### config.mk
export PLATFORM = sky130hd
export DESIGN_NAME = uart_tx_sched
export DESIGN_NICKNAME = d
export VERILOG_FILES = /design/src/rtl/uart_tx_sched.sv
export SDC_FILE = /design/constraint.sdc
export NUM_CORES = 1
export LEC_CHECK = 0
export CORE_ASPECT_RATIO = 0.6
export CORE_MARGIN = 2
export CORE_UTILIZATION = 50
export CTS_BUF_LIST = sky130_fd_sc_hd__clkbuf_8
export DETAILED_ROUTE_END_ITERATION = 10
export GPL_TIMING_DRIVEN = 0
export PLACE_DENSITY_LB_ADDON = 0.1
export SKIP_CTS_REPAIR_TIMING = 1
export SYNTH_ARGS = -nofsm -noshare
export SYNTH_HDL_FRONTEND = slang
export SYNTH_SLANG_ARGS = --single-unit
export TNS_END_PERCENT = 10
### constraint.sdc
create_clock -name clk -period 4.5 [get_ports clk]
set_input_delay 0.675 -clock clk [delete_from_list [all_inputs] [get_ports clk]]
set_output_delay 0.675 -clock clk [all_outputs]
set_load 0.02 [all_outputs]
### src/rtl/uart_tx_sched.sv
// uart_tx_sched: round-robin arbiter feeding one UART transmitter.
// Frame: start(0), 8 data bits LSB first, even parity, stop(1).
// Optional build macro UART_TX_STOP2_EN: two stop bits instead of one.
module uart_tx_sched #(
   parameter  int N_REQ        = 4,
   parameter  int CLKS_PER_BIT = 16,
   localparam int ID_W         = $clog2(N_REQ)
) (
   input  logic                 clk,
   input  logic                 rst,
   input  logic [N_REQ-1:0]     req_valid,
   input  logic [8*N_REQ-1:0]   req_data,
   output logic [N_REQ-1:0]     req_ready,
   output logic                 tx,
   output logic                 busy,
   output logic [ID_W-1:0]      grant_id,
   output logic                 frame_done
);

   localparam int unsigned       NR        = N_REQ;
   localparam int                CNT_W     = $clog2(CLKS_PER_BIT);
   localparam logic [CNT_W-1:0]  BAUD_LAST = CNT_W'(CLKS_PER_BIT - 1);

   typedef enum logic [2:0] {
      IDLE,
      START,
      DATA,
      PARITY,
      STOP
   } state_e;

   state_e            state_q, state_d;
   logic [CNT_W-1:0]  baud_q,  baud_d;
   logic [2:0]        bit_q,   bit_d;
   logic [7:0]        shift_q, shift_d;
   logic              par_q,   par_d;
   logic [ID_W-1:0]   grant_q, grant_d;
   logic [ID_W-1:0]   last_q,  last_d;

   logic              win_found;
   logic [ID_W-1:0]   win_idx;
   logic [ID_W-1:0]   cand;
   logic              baud_end;

   // Round-robin search starting just after the last granted requester
   always_comb begin
      win_found = 1'b0;
      win_idx   = '0;
      cand      = '0;
      for (int unsigned k = 1; k <= NR; k++) begin
         cand = ID_W'((32'(last_q) + k) % NR);
         if (!win_found && req_valid[cand]) begin
            win_found = 1'b1;
            win_idx   = cand;
         end
      end
   end

   // Grant strobe only in IDLE and never while reset is held
   always_comb begin
      req_ready = '0;
      if (state_q == IDLE && rst && win_found) begin
         req_ready = N_REQ'(1) << win_idx;
      end
   end

   assign baud_end = (baud_q == BAUD_LAST);
   assign busy     = (state_q != IDLE);
   assign grant_id = grant_q;

   // Serial line level is a pure function of the registered state
   always_comb begin
      tx = 1'b1;
      case (state_q)
         START:   tx = 1'b0;
         DATA:    tx = shift_q[0];
         PARITY:  tx = par_q;
         default: tx = 1'b1;
      endcase
   end

   // Frame sequencing: next-state, counters, shift register and done pulse
   always_comb begin
      state_d    = state_q;
      baud_d     = baud_q;
      bit_d      = bit_q;
      shift_d    = shift_q;
      par_d      = par_q;
      grant_d    = grant_q;
      last_d     = last_q;
      frame_done = 1'b0;

      case (state_q)
         IDLE: begin
            if (req_ready != '0) begin
               shift_d = req_data[8*win_idx +: 8];
               grant_d = win_idx;
               last_d  = win_idx;
               par_d   = 1'b0;
               baud_d  = '0;
               bit_d   = '0;
               state_d = START;
            end
         end

         START: begin
            if (baud_end) begin
               baud_d  = '0;
               state_d = DATA;
            end else begin
               baud_d = baud_q + 1'b1;
            end
         end

         DATA: begin
            if (baud_end) begin
               baud_d  = '0;
               par_d   = par_q ^ shift_q[0];
               shift_d = shift_q >> 1;
               if (bit_q == 3'd7) begin
                  bit_d   = '0;
                  state_d = PARITY;
               end else begin
                  bit_d = bit_q + 3'd1;
               end
            end else begin
               baud_d = baud_q + 1'b1;
            end
         end

         PARITY: begin
            if (baud_end) begin
               baud_d  = '0;
               state_d = STOP;
            end else begin
               baud_d = baud_q + 1'b1;
            end
         end

         STOP: begin
            if (baud_end) begin
               baud_d = '0;
`ifdef UART_TX_STOP2_EN
               // bit counter is idle here, so it marks first vs second stop bit
               if (bit_q == 3'd0) begin
                  bit_d = 3'd1;
               end else begin
                  bit_d      = '0;
                  frame_done = 1'b1;
                  state_d    = IDLE;
               end
`else
               frame_done = 1'b1;
               state_d    = IDLE;
`endif
            end else begin
               baud_d = baud_q + 1'b1;
            end
         end

         default: begin
            state_d = IDLE;
         end
      endcase
   end

   // State registers; reset idles the line and gives requester 0 first priority
   always_ff @(posedge clk or negedge rst) begin
      if (!rst) begin
         state_q <= IDLE;
         baud_q  <= '0;
         bit_q   <= '0;
         shift_q <= '0;
         par_q   <= 1'b0;
         grant_q <= '0;
         last_q  <= ID_W'(N_REQ - 1);
      end else begin
         state_q <= state_d;
         baud_q  <= baud_d;
         bit_q   <= bit_d;
         shift_q <= shift_d;
         par_q   <= par_d;
         grant_q <= grant_d;
         last_q  <= last_d;
      end
   end

endmodule

After elaboration in Yosys (flattened, before gate mapping)

Index checks and enable logic that the tools add are counted.

Register bits: 23
Logic and storage cells: 90

Add/subtract/negate cells: 6
$lt $le $gt $ge: 4
Eq/ne operators: 12
Shifts and indexed selects: 2
Multiplexer cells: 40
Bitwise gates (word level): 1
Reductions and logical operators: 18

Operators with widths:

| cell                  | number |
|---|---|
| $shiftx A32 B6 Y8     | 1 |
| $mux W3               | 9 |
| $mux W8               | 2 |
| $pmux W8 S2           | 1 |
| $pmux W3 S5           | 1 |
| $lt A2 B3 Y1 const B  | 4 |
| $mux W1               | 12 |
| $mux W4               | 3 |
| $ne A2 B2 Y1 const B  | 5 |
| $bmux W1 S2           | 4 |
| $mux W2               | 4 |
| $pmux W4 S2           | 1 |
| $eq A3 B2 Y1 const B  | 2 |
| $eq A3 B3 Y1 const B  | 2 |
| $pmux W3 S2           | 1 |
| $reduce_and A6 Y1     | 1 |
| $logic_and A1 B1 Y1   | 5 |
| $add A2 B1 Y2 const B | 2 |
| $add A2 B2 Y2 const B | 2 |
| $add A4 B1 Y4 const B | 1 |
| $eq A4 B4 Y1 const B  | 1 |
| $reduce_and A2 Y1     | 2 |
| $reduce_bool A2 Y1    | 2 |
| $reduce_bool A4 Y1    | 1 |
| 12 further kinds      | 14 |

Logic depth before layout (Yosys ltp)

Gate-level depths: netlist (run 1).

Depth after elaboration: 18
Gate-level depth with buffers: 7
Gate-level depth less buffers: 6

Worst setup path after synthesis (run 1)

No wires, ideal clock.

Path kind: input -> output
Start: input req_valid[1]
End: output req_ready[3]
Arrival: 1.966 ns
Required time: 3.825 ns
Setup slack: 1.859 ns
Stages on the path: 6
Path buffers: 1
Cells stage by stage: buf_2 or2_1 a31o_1 nor2_1 nand2_1 nor2_1

Cells in the longest elaborated chain, start to end: 14

Ends and longest elaborated chain:

| item                                                        | RTL line | text |
|---|---|---|
| from (decl)                                                 | 11       | `input logic [N_REQ-1:0] req_valid,` |
| $bmux W1 S2                                                 | 52       | `if (!win_found && req_valid[cand]) begin` |
| $mux W1 (not written as such)                               | 52       |  |
| $mux W1                                                     | 52       |  |
| $logic_not A1 Y1                                            | 52       |  |
| $logic_and A1 B1 Y1                                         | 52       |  |
| $mux W1                                                     | 52       |  |
| $logic_not A1 Y1                                            | 52       |  |
| $logic_and A1 B1 Y1                                         | 52       |  |
| $mux W1                                                     | 52       |  |
| $logic_not A1 Y1                                            | 52       |  |
| $logic_and A1 B1 Y1                                         | 52       |  |
| $mux W2 / $mux W1 (equally long branches)                   | 52       |  |
| $shl A1 B2 Y4 / $logic_and A1 B1 Y1 (equally long branches) | 63, 62   |  |
| $mux W4 *                                                   | 62       | `if (state_q == IDLE && rst && win_found) begin` |
| to (decl)                                                   | 13       | `output logic [N_REQ-1:0] req_ready,` |

Every way passes the cells marked *; elsewhere a longest branch is shown, timed or not. The select of a mux whose other input is x is not followed.

Worst setup path in the final report (run 1)

Start: input rst
End: output req_ready[3]

Cells in the longest elaborated chain, start to end: 3

Ends and longest elaborated chain:

| item                             | RTL line | text |
|---|---|---|
| from (decl)                      | 10       | `input logic rst,` |
| $logic_and A1 B1 Y1 (2 in a row) | 62       |  |
| $mux W4                          | 62       |  |

Every way passes these cells.

==> results.txt, run 1 <==
The flow ran to the end, and the final reports show no timing, DRC or antenna violations. The number of nets in the synthesized netlist is 253. In this run the worst setup path begins at rst. The number of iterations in the first detailed-routing pass is 5. For this run the aggregate overflow at the end of global routing stands at 0. The worst setup path is captured at an output port.

The worst register-to-register path ends at shift_q[5]. The final cell count without fillers came out at 307. The relative max-transition margin is 21.7%. The number of primary I/O pins is 47.

The clock arrives with 0.00308 ns of skew. The setup slack of the worst register-to-register path came out at 2.39 ns. The average instance area after synthesis is 8.58 um2.

The number of buffers inserted by port buffering came out at 46. The number of synthesized flops with an enable pin came out at 0. No sink is reached through more buffers than the 2 on the longest clock path. Summed over all layers, the routed wires come to 4760 um. The depth of the critical timing path with buffers and inverters included is 6.

Setup repair after global routing left no endpoint under its margin. The effective utilization at floorplan is 54.1%. The highest metal layer with signal wires is met4. The count of maximum capacitance violations is 0.

By startpoint and endpoint, the worst setup path is classified as primary input to output port. Grouping stages by cell kind, the critical path spends the most delay in buffers and inverters. Once detailed placement completed, the half-perimeter wirelength came to 3670 um.

The overall die area came out at 4150 um2. The initial antenna violation count is 0. The sort of element at the start of the critical path is a primary input. From synthesis to final layout, the design area changed by 31.1%. The worst hold path belongs to the class flop to flop. Of all cell types, the one taking the most synthesized area is dfrtp_1. The total number of clock tree sinks is 23. Wire segments on met3 add up to 416 um in the final route. The peak ir drop on the vdd network came out at 0.300 mV. The core outline area is 3360 um2. Of the synthesized area, sequential elements account for 31.8%. The critical path arrival came out at 3.43 ns.

The worst register-to-register path begins at last_q[1]. The leakage power total is 0.980 nW. The pin count of the biggest net entering global routing is 25. The most numerous cell in the Yosys netlist is nand2_1. The final setup violation count came out at 0. The worst-skew pair later-pin latency came out at 0.27 ns. The depth of the most critical reg-to-reg path is 7. The mapped netlist covers 1820 um2. At the end of routability-driven placement, the weighted congestion stood at 0.883. For this run, asynchronously set or reset flops after synthesis account for 100%. The critical path ends at req_ready[3]. By area the synthesized netlist is led by dfrtp_1 (29%), mux2i_1 (5.5%), nand3_1 (5.5%).

The average detailed-routed wire length per instance came out at 15.5 um. After synthesis, the netlist uses 54 different library cells. The number of antenna diodes in the final layout is 0. The total track usage came out at 25.4%. The DRC violation total after the first TritonRoute iteration came out at 224. The met2 layer wire length in the routed design is 1960 um.

The routed via count divided by cell count came out at 5.84. The CTS tree is built. The number of global-route vias before repair was 1,637.

In this run the number of H-tree levels came out at 1. The synthesis-stage register bit count came out at 23. The clock input transition at the sequential cells of the worst setup and hold paths came out at 0.09 ns. For the pin with the worst max-slew slack, the measured transition is 1.17 ns.

The power density normalized to cell area came out at 510 nW/um2. The fraction of layout cells with a size suffix above 1 is 10.7%. Measured along the y axis, the die boundary spans 50.7 um. The detailed router put a total of 2370 um of wire on met1.

The number of vias in the routed layout is 1,793. The number of failing hold endpoints at the final stage came out at 0. The peak fanout along the critical path is 24. The count of nets after finishing is 304. The portion of the clock cycle consumed by the worst path in the final layout is 91.2%. The post-layout total power is 1.21 mW. The largest individual stage delay along the critical path comes from the cell dlymetal6s2s_1. The cell sitting at the root of the clock tree is a clkbuf_8. The most instantiated flip-flop cell in the synthesis netlist is dfrtp_1. Data on the critical path is required at its endpoint by 3.83 ns. The count of standard-cell rows came out at 16. The worst path buffer plus inverter count is 2. By instance count, the cell type seen most on the critical path is nor2_1. The maximum achievable frequency is 244 MHz. In this run, CTS created clock tree buffers numbering 3.

The post-route antenna net violation count came out at 0. After synthesis, the largest area contributor takes up 28.9% of total cell area. The yosys synthesis warning count came out at 0.

The cell total after placement came out at 303. By count the netlist is led by nand2_1 (23), dfrtp_1 (21), nand3_1 (20), nor2_1 (20), a21oi_1 (11). The post-synthesis instance total is 212. The clock period could shrink to 4.10 ns. The count of final max-slew check failures came out at 0. The signal on the critical path passes through dlymetal6s2s_1, o41ai_4, nor2_1, nand2_1, nor2_1, clkdlybuf4s50_1. The chip width came out at 81.8 um. The largest stage delay on the critical path is 0.86 ns. The total DRC errors in the routed layout came out at 0. The wire length of the first global-routing pass is 7990 um.
[layout by cell type, fill, tap and decap left out, drive strengths merged, types with 4 or more instances in the layout]
cell type,Yosys,layout
clkbuf,7,10
nand3,20,20
nand2,23,23
dfrtp,21,21
or2,5,5
o21a,8,8
a21oi,12,12
o21ai,6,6
clkdlybuf4s50,0,45
nor3,9,9
mux2i,10,10
nor2,20,20
a32oi,4,4
buf,9,9
[worst min path at each step]
stage / from / end / depth (start not counted)
3_3_place_gp: bit_q[1] / bit_q[1] / 2
4_1_cts: bit_q[1] / bit_q[1] / 2
5_1_grt: bit_q[1] / bit_q[1] / 2
2_1_floorplan: rst / baud_q[0] / 0
3_5_place_dp: bit_q[1] / bit_q[1] / 2
6_report: bit_q[1] / bit_q[1] / 2
[sequential cells by signal, summed over array words and instances, names as in the netlist]
signal / flops
baud_q: 4
bit_q: 3
grant_id: 2
last_q: 2
par_q: 1
shift_q: 8
state_q: 3
[worst min-delay path: cells and delay by family, from the launching register on]
| kind | cells | cell delay [ns] |
|---|---|---|
| DFF | 1 | 0.35 |
| and+or+nand+nor | 2 | 0.11 |
[final cells by class]
| class | instances | area (um2) |
|---|---|---|
| clock buffer | 3 | 41.3 |
| sequential | 23 | 578 |
| fill | 285 | 980 |
| inverter | 1 | 3.75 |
| timing repair buffer | 46 | 463 |
| buffer | 16 | 103 |
| multi-input combinational | 172 | 1130 |
| tap | 45 | 56.3 |
| clock inverter | 1 | 5.00 |
[report_power, final]
group	leakage (nW)	switching (mW)	internal, mW
sequential	0.273	0.0689	0.303
combinational	0.681	0.379	0.331
clock	0.0255	0.0704	0.0619
total	0.980	0.519	0.696
[kinds of logic (layout without fill, tap and decap cells)]
family	Yosys count	in the layout	synth area share, %
flops	23	23	31.8
fa+ha+maj	3	3	2.06
mux	10	10	5.51
buf+inv	17	67	5.85
compound gates	58	58	26.0
simple gates	99	99	27.8
xor+xnor	2	2	0.964
[layer usage]
metal	GRT usage (%)	vias to the layer above
li1	-	891
met1	40.2	822
met2	35.6	76
met3	6.47	4
met4	1.94	0
met5	0	-
[through the flow]
stage	setup TNS, ns	hold WS [ns]	setup WS [ns]	instance area [um2]	util, %
2_1_floorplan	0	0.379	1.86	1820	-
3_3_place_gp	-0.0763	0.459	-0.0670	2330	69.4
3_5_place_dp	-0.118	0.467	-0.0948	2330	69.4
4_1_cts	-0.105	0.488	-0.0882	2380	70.8
5_1_grt	0	0.514	0.0116	2380	70.9
6_report	0	0.487	0.396	2380	70.9
No activity file was read; power rests on OpenSTA's default activity.
==> inputs of run 2 (changes only) <==
--- a/config.mk
+++ b/config.mk
@@ -8,9 +8,10 @@
 export CORE_ASPECT_RATIO = 0.6
 export CORE_MARGIN = 2
 export CORE_UTILIZATION = 50
-export CTS_BUF_LIST = sky130_fd_sc_hd__clkbuf_8
+export CTS_BUF_LIST = sky130_fd_sc_hd__clkbuf_4 sky130_fd_sc_hd__clkbuf_8
 export DETAILED_ROUTE_END_ITERATION = 10
 export GPL_TIMING_DRIVEN = 0
+export HOLD_SLACK_MARGIN = 0.05
 export PLACE_DENSITY_LB_ADDON = 0.1
 export SKIP_CTS_REPAIR_TIMING = 1
 export SYNTH_ARGS = -nofsm -noshare
==> results of run 2 <==
Same layout as run 1: the final DEF is identical, and so are final timing and power.
